<file path="src/rtl/punc_ctrl_hs.sv">
// PUnC LC3 multi-cycle control FSM with req/ack memory handshake, timeout watchdog,
// run/step gating, illegal-opcode trap, sticky error and retired-instruction counter.
module punc_ctrl_hs #(
   parameter int unsigned MEM_TIMEOUT = 16,
   parameter int unsigned TO_W        = 8,
   parameter int unsigned CNT_W       = 16
) (
   input  logic             clk,
   input  logic             rst,
   input  logic [15:0]      ir,
   input  logic             nzp_true,
   input  logic             mem_ack,
   input  logic             run,
   input  logic             step,
   output logic             ir_clr,
   output logic             ir_ld,
   output logic             pc_clr,
   output logic             pc_ld,
   output logic             pc_inc,
   output logic             nzp_clr,
   output logic             nzp_ld,
   output logic             prev_ld,
   output logic [1:0]       pc_sel,
   output logic             mem_rd,
   output logic             mem_wr,
   output logic [2:0]       mem_addr_sel,
   output logic             rf_w_wr,
   output logic             rf_w_addr_sel,
   output logic             rf_r0_rd,
   output logic             rf_r1_rd,
   output logic             rf_r0_addr_sel,
   output logic [1:0]       rf_w_data_sel,
   output logic [1:0]       alu_sel,
   output logic             alu_first_val,
   output logic             halted,
   output logic             err,
   output logic [1:0]       err_code,
   output logic [CNT_W-1:0] instr_count
);

   typedef enum logic [2:0] {
      S_INIT, S_IDLE, S_FETCH, S_DECODE, S_EXEC, S_EXEC2, S_HALT, S_ERROR
   } state_t;

   localparam logic [3:0] OP_BR  = 4'b0000;
   localparam logic [3:0] OP_ADD = 4'b0001;
   localparam logic [3:0] OP_LD  = 4'b0010;
   localparam logic [3:0] OP_ST  = 4'b0011;
   localparam logic [3:0] OP_JSR = 4'b0100;
   localparam logic [3:0] OP_AND = 4'b0101;
   localparam logic [3:0] OP_LDR = 4'b0110;
   localparam logic [3:0] OP_STR = 4'b0111;
   localparam logic [3:0] OP_RTI = 4'b1000;
   localparam logic [3:0] OP_NOT = 4'b1001;
   localparam logic [3:0] OP_LDI = 4'b1010;
   localparam logic [3:0] OP_STI = 4'b1011;
   localparam logic [3:0] OP_JMP = 4'b1100;
   localparam logic [3:0] OP_RES = 4'b1101;
   localparam logic [3:0] OP_LEA = 4'b1110;
   localparam logic [3:0] OP_HLT = 4'b1111;

   localparam logic [TO_W-1:0] TO_LIMIT = TO_W'(MEM_TIMEOUT);

   state_t          state, state_nxt;
   logic [TO_W-1:0] wait_cnt;
   logic [3:0]      opcode;
   logic            mem_phase, timeout, two_phase, phase_done, retire;
   logic            unused_ir;

   assign opcode    = ir[15:12];
   assign unused_ir = ^{ir[10:6], ir[4:0]};
   assign two_phase = opcode inside {OP_LDI, OP_STI, OP_JSR};

   // Which states are currently waiting on a memory handshake
   always_comb begin
      mem_phase = 1'b0;
      case (state)
         S_FETCH: mem_phase = 1'b1;
         S_EXEC:  mem_phase = opcode inside {OP_LD, OP_LDI, OP_LDR, OP_ST, OP_STI, OP_STR};
         S_EXEC2: mem_phase = opcode inside {OP_LDI, OP_STI};
         default: mem_phase = 1'b0;
      endcase
   end

   // Ack in the limit cycle beats the timeout
   assign timeout    = mem_phase && !mem_ack && (MEM_TIMEOUT != 0) && (wait_cnt == TO_LIMIT);
   assign phase_done = !mem_phase || mem_ack;

   // State register
   always_ff @(posedge clk or posedge rst) begin
      if (rst) state <= S_INIT;
      else     state <= state_nxt;
   end

   // Watchdog: counts non-ack cycles of the current memory phase
   always_ff @(posedge clk or posedge rst) begin
      if (rst)                        wait_cnt <= '0;
      else if (mem_phase && !mem_ack) wait_cnt <= wait_cnt + TO_W'(1);
      else                            wait_cnt <= '0;
   end

   // Next-state logic
   always_comb begin
      state_nxt = state;
      retire    = 1'b0;
      case (state)
         S_INIT:   state_nxt = S_IDLE;
         S_IDLE:   if (run || step) state_nxt = S_FETCH;
         S_FETCH: begin
            if (mem_ack)      state_nxt = S_DECODE;
            else if (timeout) state_nxt = S_ERROR;
         end
         S_DECODE: state_nxt = (opcode == OP_RTI || opcode == OP_RES) ? S_ERROR : S_EXEC;
         S_EXEC: begin
            if (opcode == OP_HLT) state_nxt = S_HALT;
            else if (timeout)     state_nxt = S_ERROR;
            else if (phase_done) begin
               if (two_phase) state_nxt = S_EXEC2;
               else begin
                  retire    = 1'b1;
                  state_nxt = run ? S_FETCH : S_IDLE;
               end
            end
         end
         S_EXEC2: begin
            if (timeout) state_nxt = S_ERROR;
            else if (phase_done) begin
               retire    = 1'b1;
               state_nxt = run ? S_FETCH : S_IDLE;
            end
         end
         default: state_nxt = state;
      endcase
   end

   // Datapath strobes
   always_comb begin
      ir_clr = 1'b0; ir_ld = 1'b0; pc_clr = 1'b0; pc_ld = 1'b0; pc_inc = 1'b0;
      nzp_clr = 1'b0; nzp_ld = 1'b0; prev_ld = 1'b0; pc_sel = 2'd0;
      mem_rd = 1'b0; mem_wr = 1'b0; mem_addr_sel = 3'd0;
      rf_w_wr = 1'b0; rf_w_addr_sel = 1'b0; rf_r0_rd = 1'b0; rf_r1_rd = 1'b0;
      rf_r0_addr_sel = 1'b0; rf_w_data_sel = 2'd0; alu_sel = 2'd0; alu_first_val = 1'b0;
      case (state)
         S_INIT: begin
            pc_clr = 1'b1; ir_clr = 1'b1; nzp_clr = 1'b1;
         end
         S_FETCH: begin
            mem_rd = 1'b1;
            ir_ld  = mem_ack;
            pc_inc = mem_ack;
         end
         S_EXEC: begin
            case (opcode)
               OP_ADD, OP_AND: begin
                  rf_r1_rd      = 1'b1;
                  rf_r0_rd      = !ir[5];
                  alu_sel       = (opcode == OP_AND) ? 2'd1 : 2'd0;
                  alu_first_val = ir[5];
                  rf_w_wr       = 1'b1;
                  nzp_ld        = 1'b1;
               end
               OP_NOT: begin
                  rf_r1_rd = 1'b1; alu_sel = 2'd2; rf_w_wr = 1'b1; nzp_ld = 1'b1;
               end
               OP_BR: begin
                  pc_ld = nzp_true; pc_sel = 2'd0;
               end
               OP_JMP: begin
                  rf_r1_rd = 1'b1; pc_sel = 2'd2; pc_ld = 1'b1;
               end
               OP_JSR: begin
                  rf_w_wr = 1'b1; rf_w_addr_sel = 1'b1; rf_w_data_sel = 2'd2;
               end
               OP_LD, OP_LDR: begin
                  rf_r1_rd      = (opcode == OP_LDR);
                  mem_rd        = 1'b1;
                  mem_addr_sel  = (opcode == OP_LDR) ? 3'd2 : 3'd1;
                  rf_w_wr       = mem_ack;
                  rf_w_data_sel = 2'd1;
                  nzp_ld        = mem_ack;
               end
               OP_LEA: begin
                  rf_w_wr = 1'b1; rf_w_data_sel = 2'd3; nzp_ld = 1'b1;
               end
               OP_ST, OP_STR: begin
                  rf_r1_rd       = (opcode == OP_STR);
                  rf_r0_rd       = 1'b1;
                  rf_r0_addr_sel = 1'b1;
                  mem_wr         = 1'b1;
                  mem_addr_sel   = (opcode == OP_STR) ? 3'd2 : 3'd1;
               end
               OP_LDI, OP_STI: begin
                  mem_rd       = 1'b1;
                  mem_addr_sel = 3'd1;
                  prev_ld      = mem_ack;
               end
               default: ;
            endcase
         end
         S_EXEC2: begin
            case (opcode)
               OP_JSR: begin
                  pc_ld    = 1'b1;
                  pc_sel   = ir[11] ? 2'd1 : 2'd2;
                  rf_r1_rd = !ir[11];
               end
               OP_LDI: begin
                  mem_rd        = 1'b1;
                  mem_addr_sel  = 3'd3;
                  rf_w_wr       = mem_ack;
                  rf_w_data_sel = 2'd1;
                  nzp_ld        = mem_ack;
               end
               OP_STI: begin
                  rf_r0_rd       = 1'b1;
                  rf_r0_addr_sel = 1'b1;
                  mem_wr         = 1'b1;
                  mem_addr_sel   = 3'd4;
               end
               default: ;
            endcase
         end
         default: ;
      endcase
   end

   // Sticky status and retire counter
   always_ff @(posedge clk or posedge rst) begin
      if (rst) begin
         halted      <= 1'b0;
         err         <= 1'b0;
         err_code    <= 2'd0;
         instr_count <= '0;
      end else begin
         if (retire) instr_count <= instr_count + CNT_W'(1);
         if (state_nxt == S_HALT) halted <= 1'b1;
         if (state_nxt == S_ERROR && state != S_ERROR) begin
            err      <= 1'b1;
            err_code <= (state == S_DECODE) ? 2'd2 : 2'd1;
         end
      end
   end

endmodule

</file>
<file path="config.mk">
export PLATFORM = sky130hd
export DESIGN_NAME = punc_ctrl_hs
export DESIGN_NICKNAME = d
export VERILOG_FILES = /design/src/rtl/punc_ctrl_hs.sv
export SDC_FILE = /design/constraint.sdc
export NUM_CORES = 1
export LEC_CHECK = 0
export BUFFER_PORTS_ARGS = -buffer_cell sky130_fd_sc_hd__buf_2
export CELL_PAD_IN_SITES_DETAIL_PLACEMENT = 1
export CELL_PAD_IN_SITES_GLOBAL_PLACEMENT = 1
export CORE_ASPECT_RATIO = 0.75
export CORE_MARGIN = 1.5
export CORE_UTILIZATION = 37
export DETAILED_ROUTE_END_ITERATION = 10
export GPL_TIMING_DRIVEN = 0
export PLACE_DENSITY_LB_ADDON = 0.1
export SETUP_SLACK_MARGIN = 0.1
export SLEW_MARGIN = 20
export SYNTH_ARGS = -nofsm -noshare
export SYNTH_HDL_FRONTEND = slang
export SYNTH_SLANG_ARGS = --single-unit
export TNS_END_PERCENT = 1
</file>
<file path="constraint.sdc">
create_clock -name clk -period 2.5 [get_ports clk]
set_input_delay 0.25 -clock clk [delete_from_list [all_inputs] [get_ports clk]]
set_output_delay 0.25 -clock clk [all_outputs]
set_load 0.1 [all_outputs]
</file>
Yosys cells after proc, flatten, opt, wreduce, memory -nomap -nowiden
Index checks and enable logic that the tools add are counted.

Equality and inequality tests: 24. Add/sub/neg operators: 2. Multiplexer cells: 63. Reduce and logical (&&, ||, !) cells: 23.

Operators by type and width (count): equality test 4 bit (second input constant) (8); 2-to-1 mux 3 bit (9); 2-to-1 mux 1 bit (22); one-hot mux 1 bit (2 select lines) (11); 2-to-1 mux 2 bit (9); one-hot mux 3 bit (6 select lines) (1); adder 16 x 1 -> 16 bit (second input constant) (1); equality test 4 x 3 -> 1 bit (second input constant) (4); equality test 3 bit (second input constant) (4); one-hot mux 2 bit (2 select lines) (3); one-hot mux 2 bit (3 select lines) (2); one-hot mux 3 bit (2 select lines) (2); OR reduction 4 bit (3); one-hot mux 1 bit (3 select lines) (3); adder 8 x 1 -> 8 bit (second input constant) (1); equality test 4 x 2 -> 1 bit (second input constant) (2); equality test 8 x 5 -> 1 bit (second input constant) (1); 2-to-1 mux 8 bit (1); OR reduction 2 bit (4); equality test 3 x 2 -> 1 bit (second input constant) (2); nonzero test 6 bit (1); OR reduction 5 bit (1); equality test 4 x 1 -> 1 bit (second input constant) (1); logical NOT 1 bit (4); 8 further kinds (12).

Output and inout port bits: 45. Bits of input ports: 22. Flip-flop bits (word level): 31. Logic and storage cells: 118.

Longest topological paths before layout
Gate-level depths: netlist of the first run.

Depth in word-level cells: 11. Gate-level depth with buffers: 8. Mapped depth without buffers: 8.

Worst setup path after synthesis of the first run
OpenSTA, ideal clock, no wires.

Path type: register to output. Start point: register state[0]. End point: output port rf_w_data_sel[1]. Cell stages (with the launch flop): 5. Data arrival time: 3.894 ns. Slack: -1.644 ns. Required time: 2.250 ns. Path through: dfrtp_1 -> buf_2 -> clkbuf_1 -> clkbuf_1 -> nor4_1.

Word-level cells in the longest chain between the ends: 2. Elaborated cells on any way between the ends: 3. Classes of those cells: eq/ne: 2; mux: 1.

RTL lines: start: declaration (RTL line 64) `state_t state, state_nxt;`; start signal: assignment (RTL line 92) `else state <= state_nxt;`; equality test 3 bit (RTL line 143) `case (state)`; one-hot mux 2 bit (2 select lines) * (RTL line 143); end: declaration (RTL line 32) `output logic [1:0] rf_w_data_sel,`.

Every way passes the cells marked *; elsewhere a longest branch is shown, timed or not.

Worst setup path in the final report of the first run
Start point: register state[0]. End point: output port nzp_clr.

Word-level cells in the longest chain between the ends: 2.

RTL lines: logical NOT 3 bit (RTL line 143); 2-to-1 mux 1 bit (RTL line 143); end: declaration (RTL line 20) `output logic nzp_clr,`.

Every way passes these cells.

==> flow_summary.json, run 1 <==
{
  "die_width_um": 88.5,
  "synth.yosys.seq_area_share_pct": 38.2,
  "ctsHoldBuffers": 0,
  "initial_utilization_pct": 38.1,
  "critical_path.most_common_cell": "sky130_fd_sc_hd__buf_4",
  "std_cell_rows": 23,
  "multi_input_area_sq_um": 1190,
  "ff_latch_area_sq_um": 777,
  "fp.dieH_um": 67.1,
  "setup-violations-final": 0,
  "worstPathArrival_ns": 2.13,
  "cts.path.max_buffers": 2,
  "insertedDiodeCount": 0,
  "leakagePower_nw": 1.18,
  "worst_tran_pin_value_ns": 0.632,
  "filler_cell_count": 674,
  "grt_pass1_wl_um": 8910,
  "remaining_drc_errors": 0,
  "h-tree-depth": 2,
  "cp_slowest_cell": "sky130_fd_sc_hd__dfrtp_2",
  "finalClockSkew_ns": 0.00433,
  "path_buf_inv": 5,
  "routabilityCongestion": 0.813,
  "timing.critical_path.fanout_max": 10,
  "cpLargestDelayFamily": "buffers and inverters",
  "data_required_time_at_the_worst_endpoint_ns": 2.25,
  "final_antenna_net_count": 0,
  "placed_area_sq_um": 2460,
  "fin_util_pct": 49.1,
  "cts.root.buffer_cell": "sky130_fd_sc_hd__clkbuf_8",
  "final_period_minus_worst_setup_slack_ns": 2.38,
  "r2r_cells": 8,
  "cts-buffers-inserted": 5,
  "r2r-end": "halted",
  "min-delay-path-class": "in -> async",
  "worstReg2RegStart": "wait_cnt[0]",
  "max_freq_mhz": 421,
  "postSynthRegisterBits": 31,
  "synth-edff-count": 0,
  "timing.critical_path.to_type": "primary output",
  "detail_route.wl_per_cell_um": 14.9,
  "startpoint_type": "register",
  "power_w": 0.00212,
  "layout.nets": 323,
  "syn_inst": 237,
  "overflow_left_after_global_routing": 0,
  "setup.reg_to_reg.worst_slack_ns": 0.37,
  "final_hold_viol_count": 0,
  "die_area_sq_um": 5940,
  "detailed_place_hpwl_um": 4270,
  "slew_headroom_pct": 57.8,
  "slew_viol_final": 0,
  "synth_cell_types": 53,
  "number_of_antenna_violations_at_the_first_check_in_global_routing": 0,
  "cts.sink_count": 31,
  "io-pin-count": 67,
  "status": "completed",
  "synth_nets": 262,
  "timing.critical_path.cells": "buf_4 > clkbuf_4 > clkbuf_2 > nor3_2 > buf_4 > buf_2",
  "power_density_nw_per_um2": 810,
  "drt-pass1-iter-count": 4,
  "rsz_0062_raised_after_global_routing": "true",
  "postRouteWirelength_um": 5560,
  "final_cell_area_sq_um": 2610,
  "synthArstFlopShare_pct": 100,
  "final_layout_size_suffix_gt1_share_pct": 32.1,
  "timing.setup.critical_path_class": "reg -> out",
  "synthToLayoutAreaGrowth_pct": 28.7,
  "via_count_of_the_first_global_routing_pass": 1765,
  "post_synth.cell_area_avg_sq_um": 8.56,
  "grt_start_max_net_pins": 32,
  "route.detailed.vias_per_inst": 5.10,
  "track_usage_pct": 19.4,
  "max_stage_delay_ns": 0.44,
  "numPortBuffers": 54,
  "post_synth_instance_area_sq_um": 2030,
  "drtIter0Drc": 66,
  "setup-tns-final_ns": 0,
  "max_cap_viol_count": 0,
  "ys.warnings.count": 0,
  "clkSlewWorstSetupHoldPaths_ns": 0.06,
  "area_of_the_core_sq_um": 5320,
  "route.vias.total": 1908,
  "clk-insertion-delay-late_ns": 0.28,
  "irDropWorstVdd_v": 0.000790,
  "final.period_utilization_pct": 95.1,
  "cts_tree": "yes",
  "synthFlopType": "sky130_fd_sc_hd__dfrtp_1"
}
## cell usage after synthesis, types with 2 or more instances
| cell type | number | share of area (%) |
|---|---|---|
| sky130_fd_sc_hd__ha_1 | 3 | 1.8 |
| sky130_fd_sc_hd__or2_2 | 2 | 0.62 |
| sky130_fd_sc_hd__nand2_1 | 17 | 3.1 |
| sky130_fd_sc_hd__buf_2 | 4 | 0.99 |
| sky130_fd_sc_hd__and2_1 | 2 | 0.62 |
| sky130_fd_sc_hd__xnor2_1 | 13 | 5.6 |
| sky130_fd_sc_hd__a21oi_1 | 7 | 1.7 |
| sky130_fd_sc_hd__xor2_1 | 11 | 4.7 |
| sky130_fd_sc_hd__nand4_1 | 8 | 2.5 |
| sky130_fd_sc_hd__nor3_1 | 8 | 2.0 |
| sky130_fd_sc_hd__a221oi_1 | 2 | 0.86 |
| sky130_fd_sc_hd__and3b_1 | 2 | 0.86 |
| sky130_fd_sc_hd__dfrtp_1 | 31 | 38 |
| sky130_fd_sc_hd__and3_1 | 4 | 1.2 |
| sky130_fd_sc_hd__clkbuf_1 | 8 | 1.5 |
| sky130_fd_sc_hd__o21ai_0 | 4 | 0.99 |
| sky130_fd_sc_hd__o22ai_1 | 3 | 0.92 |
| sky130_fd_sc_hd__nor2b_1 | 6 | 1.8 |
| sky130_fd_sc_hd__nand3_1 | 16 | 3.9 |
| sky130_fd_sc_hd__nand2b_1 | 8 | 2.5 |
| sky130_fd_sc_hd__nor3b_1 | 4 | 1.5 |
| sky130_fd_sc_hd__inv_1 | 9 | 1.7 |
| sky130_fd_sc_hd__nor2_1 | 31 | 5.7 |
| sky130_fd_sc_hd__buf_4 | 5 | 1.8 |
## placed cells by master, fill, tap and decap left out, types with 3 or more instances in the layout
cell,instances
sky130_fd_sc_hd__buf_2,45
sky130_fd_sc_hd__nor2_1,31
sky130_fd_sc_hd__dfrtp_1,30
sky130_fd_sc_hd__nand2_1,17
sky130_fd_sc_hd__nand3_1,16
sky130_fd_sc_hd__xnor2_1,13
sky130_fd_sc_hd__xor2_1,11
sky130_fd_sc_hd__buf_4,10
sky130_fd_sc_hd__nand2b_1,8
sky130_fd_sc_hd__inv_1,8
sky130_fd_sc_hd__nand4_1,8
sky130_fd_sc_hd__clkbuf_4,6
sky130_fd_sc_hd__clkbuf_1,6
sky130_fd_sc_hd__nor2b_1,6
sky130_fd_sc_hd__buf_6,5
sky130_fd_sc_hd__a21oi_1,5
sky130_fd_sc_hd__clkbuf_8,5
sky130_fd_sc_hd__nor3_1,4
sky130_fd_sc_hd__and3_1,4
sky130_fd_sc_hd__o21ai_0,4
sky130_fd_sc_hd__nor3_2,4
sky130_fd_sc_hd__ha_1,3
## where the power goes
group	switching [W]	internal (W)
Clock	0.000173	0.000195
Sequential	0.0000682	0.000569
Combinational	0.000852	0.000261
## area by class of cell
cell class	count	share of cell area, %
multi-input combinational	179	45.5
sequential	31	29.7
timing repair buffer	54	12.5
buffer	18	4.26
tap	75	3.59
clock buffer	7	2.92
inverter	9	1.29
clock inverter	1	0.192
## registers in the layout (all words and copies together) (netlist names)
name / count
instr_count: 16
wait_cnt: 8
err: 1
err_code: 2
state: 3
halted: 1
## layer usage
layer / up-vias / wire [um] / track usage, % / part of all wire [%]
met5: - / 0 / 0 / 0
met4: 0 / 14 / 2.93 / 0.25
met3: 2 / 212 / 3.91 / 3.8
met2: 32 / 2340 / 26.9 / 42
met1: 933 / 2990 / 31.2 / 54
li1: 941 / - / - / -
## per-stage QoR
step / setup slack [ns] / instances / hold slack, ns
floorplan: -0.485 / 237 / 0.354
global placement: -0.108 / 366 / 0.466
detailed placement: -0.0613 / 366 / 0.384
CTS: 0.0624 / 374 / 0.0880
global route: 0.0307 / 374 / 0.104
finish: 0.124 / 374 / 0.0534
## kinds of logic after synthesis
group | share of synthesized area, %
buf+inv | 6.54
xor+xnor | 10.4
simple gates | 30.1
flops | 38.2
compound gates | 12.9
fa+ha+maj | 1.85
## worst max path at each step
stage / start / end / slack [ns] / cells after the start
floorplan: state[0] / nzp_clr / -0.49 / 5
CTS: state[0] / alu_sel[1] / 0.06 / 5
finish: state[0] / nzp_clr / 0.12 / 6
global placement: state[0] / mem_addr_sel[1] / -0.11 / 6
global route: state[1] / mem_addr_sel[0] / 0.03 / 6
detailed placement: state[2] / rf_w_wr / -0.06 / 7
## timing repair
action | in CTS | in global routing
endpoints found under the setup margin | 22 | 17
gates resized for setup | 20 | 11
pin swaps | 0 | 1
buffers inserted | 0 | 0
endpoints found under the hold margin | 0 | 0
gates cloned | 0 | 0
(Power assumes the default switching activity.)
==> inputs of run 2 (changes only) <==
clock period = 2.32 ns   (was 2.5 ns; I/O delays follow)
==> flow_summary.json, run 2 (synthesized netlist as in run 1, its figures left out) <==
{
  "cts.path.max_buffers": 2,
  "die_area_sq_um": 5940,
  "startpoint_type": "register",
  "die_width_um": 88.5,
  "max_freq_mhz": 450,
  "via_count_of_the_first_global_routing_pass": 1863,
  "remaining_drc_errors": 0,
  "sw_frac_of_total_pct": 49.3,
  "r2r_cells": 8,
  "irDropWorstVdd_v": 0.000891,
  "power.net_switching_w": 0.00121,
  "detailed_place_hpwl_um": 4250,
  "route.detailed.vias_per_inst": 5.20,
  "leakagePower_nw": 1.25,
  "timing.setup.critical_path_class": "reg -> out",
  "slew_headroom_pct": 57.3,
  "h-tree-depth": 2,
  "cts-buffers-inserted": 5,
  "setup-violations-final": 0,
  "drt-pass1-iter-count": 4,
  "power_report.internal_total_w": 0.00125,
  "cts.root.buffer_cell": "sky130_fd_sc_hd__clkbuf_8",
  "timing.critical_path.depth": 6,
  "area_of_the_core_sq_um": 5320,
  "most_flop_heavy_register": "instr_count",
  "rsz_0062_raised_after_global_routing": "true",
  "share_comb_of_total_power_pct": 53.7,
  "status": "completed",
  "critical_path.most_common_cell": "sky130_fd_sc_hd__buf_6",
  "power_frac_seq_pct": 27.5,
  "finalClockSkew_ns": 0.00270,
  "fin_hold_ws_ns": 0.0306,
  "final_layout_size_suffix_gt1_share_pct": 35.7,
  "final_hold_viol_count": 0,
  "number_of_antenna_violations_at_the_first_check_in_global_routing": 0,
  "cpLargestDelayFamily": "simple AND/OR/NAND/NOR gates",
  "track_usage_pct": 20.4,
  "top_regs": "instr_count (16), wait_cnt (8), state (3)",
  "detail_route.wl_per_cell_um": 14.9,
  "overflow_left_after_global_routing": 0,
  "worstPathArrival_ns": 1.99,
  "power_density_nw_per_um2": 891,
  "filler_cell_count": 647,
  "timing.critical_path.fanout_max": 4,
  "cts_tree": "yes",
  "route.vias.total": 1977,
  "insertedDiodeCount": 0,
  "mostFrequentLayoutCell": "sky130_fd_sc_hd__buf_2",
  "fp.dieH_um": 67.1,
  "initial_utilization_pct": 38.1,
  "path_buf_inv": 3,
  "max_cap_viol_count": 0,
  "cp_slowest_cell": "sky130_fd_sc_hd__or4_4",
  "final_cell_mix": "41 x sky130_fd_sc_hd__buf_2, 31 x sky130_fd_sc_hd__dfrtp_1, 28 x sky130_fd_sc_hd__nor2_1, 20 x sky130_fd_sc_hd__buf_4, 17 x sky130_fd_sc_hd__nand2_1",
  "finalNonFillerCells": 380,
  "io-pin-count": 67,
  "final.period_utilization_pct": 95.8,
  "grt_start_max_net_pins": 32,
  "worst_tran_pin_value_ns": 0.639,
  "setup-tns-final_ns": 0,
  "timing.critical_path.to_type": "primary output",
  "cts.sink_count": 31,
  "placed_cells_incl_taps": 366,
  "grt_pass1_wl_um": 9230,
  "final_period_minus_worst_setup_slack_ns": 2.22,
  "std_cell_rows": 23,
  "routabilityCongestion": 0.816,
  "data_required_time_at_the_worst_endpoint_ns": 2.09,
  "clk-insertion-delay-late_ns": 0.28,
  "max_stage_delay_ns": 0.57,
  "synthToLayoutAreaGrowth_pct": 36.1,
  "clock_power_share_pct": 18.8,
  "drtIter0Drc": 109,
  "fin_util_pct": 51.9,
  "largest_register_ffs": 16,
  "numPortBuffers": 54,
  "final_antenna_net_count": 0,
  "min-delay-path-class": "in -> async",
  "layout.nets": 329,
  "clkSlewWorstSetupHoldPaths_ns": 0.06,
  "timing.critical_path.cells": "buf_6 > nand2b_1 > buf_6 > or4_4 > nor3b_4 > buf_12",
  "slew_viol_final": 0,
  "postRouteWirelength_um": 5660
}
run 2: what timing repair did:
action | 4_1_cts | 5_1_grt
gates resized for setup | 32 | 16
setup endpoints to repair | 27 | 28
hold buffers | 0 | 0
endpoints found under the hold margin | 0 | 0
pin swaps | 1 | 4
buffers inserted | 1 | 5
run 2: layout make-up:
type	instances	area, sq um	share of cell area [%]
clock buffers	8	100	3.62
inverters	9	33.8	1.22
repair buffers	60	404	14.6
plain buffers	18	125	4.53
multi-input cells	179	1230	44.5
flip-flops and latches	31	776	28.1
well taps	75	93.8	3.40
run 2: power by group through the flow:
stage               combinational (W)  sequential, W  clock [W]
floorplan                    0.000632        0.00101          0
global placement              0.00118       0.000686          0
detailed placement            0.00118       0.000689          0
CTS                           0.00124       0.000674   0.000473
global route                  0.00141       0.000690   0.000495
finish                        0.00132       0.000677   0.000462
run 2: worst paths after layout:
kind	slack (ns)	endpoint	from
max in group asynchronous	1.86	instr_count[10]	rst
min in group clk	0.46	state[2]	ir[13]
min	0.03	instr_count[12]	rst
max	0.1	alu_sel[1]	state[2]
min reg2reg	0.46	err	err
max reg2reg	0.22	err_code[1]	wait_cnt[0]
run 2: routing by layer:
metal | part of all wire (%) | track usage (%) | up-vias | wire length [um]
met5 | 0 | 0 | - | 0
met4 | 0.88 | 5.27 | 0 | 50
met3 | 4.8 | 4.28 | 6 | 269
met2 | 41 | 28.0 | 39 | 2340
met1 | 53 | 31.9 | 973 | 3000
li1 | - | - | 959 | -
run 2: through the flow:
stage	instance area, sq um	worst slack [ns]	power [W]
detailed placement	2490	-0.289	0.00187
global placement	2490	-0.304	0.00186
floorplan	2120	-0.489	0.00164
finish	2760	0.0986	0.00246
CTS	2680	0.00311	0.00239
global route	2760	0.0129	0.00259
==> inputs of run 3 (changes only) <==
CORE_UTILIZATION = 40   (was 37)
GPL_TIMING_DRIVEN = unset   (was 0)
clock period = 2.6 ns   (was 2.32 ns; I/O delays follow)
==> flow_summary.json, run 3 (synthesized netlist as in run 1, its figures left out) <==
{
  "status": "finished with violations",
  "violations": "design-rule violations",
  "die_width_um": 85.3,
  "via_count_of_the_first_global_routing_pass": 1802,
  "timing.critical_path.to_type": "primary output",
  "min-delay-path-class": "in -> async",
  "setup_slack_ns": 0.170,
  "final_period_minus_worst_setup_slack_ns": 2.43,
  "power_w": 0.00202,
  "detail_route.wl_per_cell_um": 14.9,
  "drt-pass1-iter-count": 7,
  "clk-insertion-delay-late_ns": 0.29,
  "final.period_utilization_pct": 93.5,
  "mostFrequentLayoutCell": "sky130_fd_sc_hd__buf_2",
  "routabilityCongestion": 0.774,
  "grt_start_max_net_pins": 32,
  "track_usage_pct": 20.1,
  "dp_worst_setup_slack_ns": 0.388,
  "std_cell_rows": 22,
  "rsz_0062_raised_after_global_routing": "true",
  "cts.sink_count": 31,
  "irDropWorstVdd_v": 0.000694,
  "drtIter0Drc": 103,
  "timing.critical_path.fanout_max": 21,
  "worst_tran_pin_value_ns": 0.607,
  "remaining_drc_errors": 1,
  "area_of_the_core_sq_um": 4900,
  "worstPathArrival_ns": 2.17,
  "r2r-end": "instr_count[5]",
  "startpoint_type": "register",
  "setup.reg_to_reg.worst_slack_ns": 0.36,
  "slew_headroom_pct": 59.4,
  "postRouteWirelength_um": 5230,
  "cts.root.buffer_cell": "sky130_fd_sc_hd__clkbuf_8",
  "layout.nets": 314,
  "final_cell_area_sq_um": 2540,
  "filler_cell_count": 625,
  "h-tree-depth": 2,
  "detailed_place_hpwl_um": 4040,
  "slew_viol_final": 0,
  "die_area_sq_um": 5510,
  "post_cts_buffers": 0,
  "r2r_cells": 6,
  "leakagePower_nw": 1.16,
  "setup-tns-final_ns": 0,
  "route.detailed.vias_per_inst": 5.49,
  "cts_tree": "yes",
  "grt_pass1_wl_um": 8740,
  "final_antenna_net_count": 0,
  "numPortBuffers": 56,
  "insertedDiodeCount": 0,
  "power_density_nw_per_um2": 793,
  "max_freq_mhz": 411,
  "route.vias.total": 1923,
  "placed_area_sq_um": 2460,
  "data_required_time_at_the_worst_endpoint_ns": 2.34,
  "overflow_left_after_global_routing": 0,
  "top_regs": "instr_count (16), wait_cnt (8), state (3)",
  "cts-buffers-inserted": 5,
  "finalClockSkew_ns": 0.00767,
  "largest_register_ffs": 16,
  "clkSlewWorstSetupHoldPaths_ns": 0.07,
  "number_of_antenna_violations_at_the_first_check_in_global_routing": 0,
  "io-pin-count": 67,
  "final_layout_size_suffix_gt1_share_pct": 29.7,
  "setup-violations-final": 0,
  "final_hold_viol_count": 0,
  "worstReg2RegStart": "state[0]",
  "synthToLayoutAreaGrowth_pct": 25.3,
  "cts.path.max_buffers": 2,
  "max_cap_viol_count": 0,
  "initial_utilization_pct": 41.4,
  "final_cell_mix": "51 x sky130_fd_sc_hd__buf_2, 31 x sky130_fd_sc_hd__nor2_1, 31 x sky130_fd_sc_hd__dfrtp_1, 17 x sky130_fd_sc_hd__nand2_1, 16 x sky130_fd_sc_hd__nand3_1",
  "fp.dieH_um": 64.7,
  "fin_util_pct": 51.9,
  "most_flop_heavy_register": "instr_count",
  "timing.setup.critical_path_class": "reg -> out"
}
==> run 3: how the worst max path moves through the flow <==
stage,cells after the start,end,slack [ns],from
6_report,5,pc_ld,0.17,state[0]
5_1_grt,5,pc_ld,0.05,state[0]
4_1_cts,4,alu_sel[0],0.18,state[1]
3_5_place_dp,6,instr_count[5],0.39,state[0]
3_3_place_gp,6,instr_count[15],0.43,state[0]
2_1_floorplan,6,nzp_ld,-0.48,state[2]
==> run 3: area by class of cell <==
cell class | instances | area, sq um | area share, %
clock buffers | 7 | 76.3 | 3.00
clock inverters | 1 | 5.00 | 0.197
inverters | 9 | 33.8 | 1.33
multi-input cells | 179 | 1170 | 46.0
flip-flops and latches | 31 | 776 | 30.5
well taps | 60 | 75.1 | 2.95
repair buffers | 63 | 408 | 16.0
==> run 3: what timing repair did <==
action                                  CTS  global route
resized for setup                         0             1
hold buffers                              0             0
endpoints found under the setup margin    0             2
==> run 3: per-layer routing <==
layer | wire length, um | vias up | track usage, %
met4 | 53 | 0 | 5.44
li1 | - | 925 | -
met1 | 2800 | 943 | 30.4
met5 | 0 | - | 0
met2 | 2050 | 47 | 28.0
met3 | 330 | 8 | 5.48
==> run 3: worst max-delay path: stages, from the launching register on <==
cell	delay [ns]
sky130_fd_sc_hd__dfrtp_1	0.53
sky130_fd_sc_hd__buf_12	0.24
sky130_fd_sc_hd__nor2_1	0.23
sky130_fd_sc_hd__a21oi_1	0.15
sky130_fd_sc_hd__a311oi_2	0.26
sky130_fd_sc_hd__buf_2	0.46
==> run 3: metrics by stage <==
| step | instances | hold WS, ns |
|---|---|---|
| finish | 350 | 0.0620 |
| global route | 350 | 0.0994 |
| CTS | 350 | 0.0656 |
| detailed placement | 342 | 0.373 |
| floorplan | 237 | 0.364 |
| global placement | 342 | 0.362 |
==> run 3: power by group <==
group / switching, W / leakage [nW] / internal, W
Clock: 0.000174 / 0.0422 / 0.000187
Combinational: 0.000752 / 0.722 / 0.000249
Sequential: 0.000110 / 0.395 / 0.000544
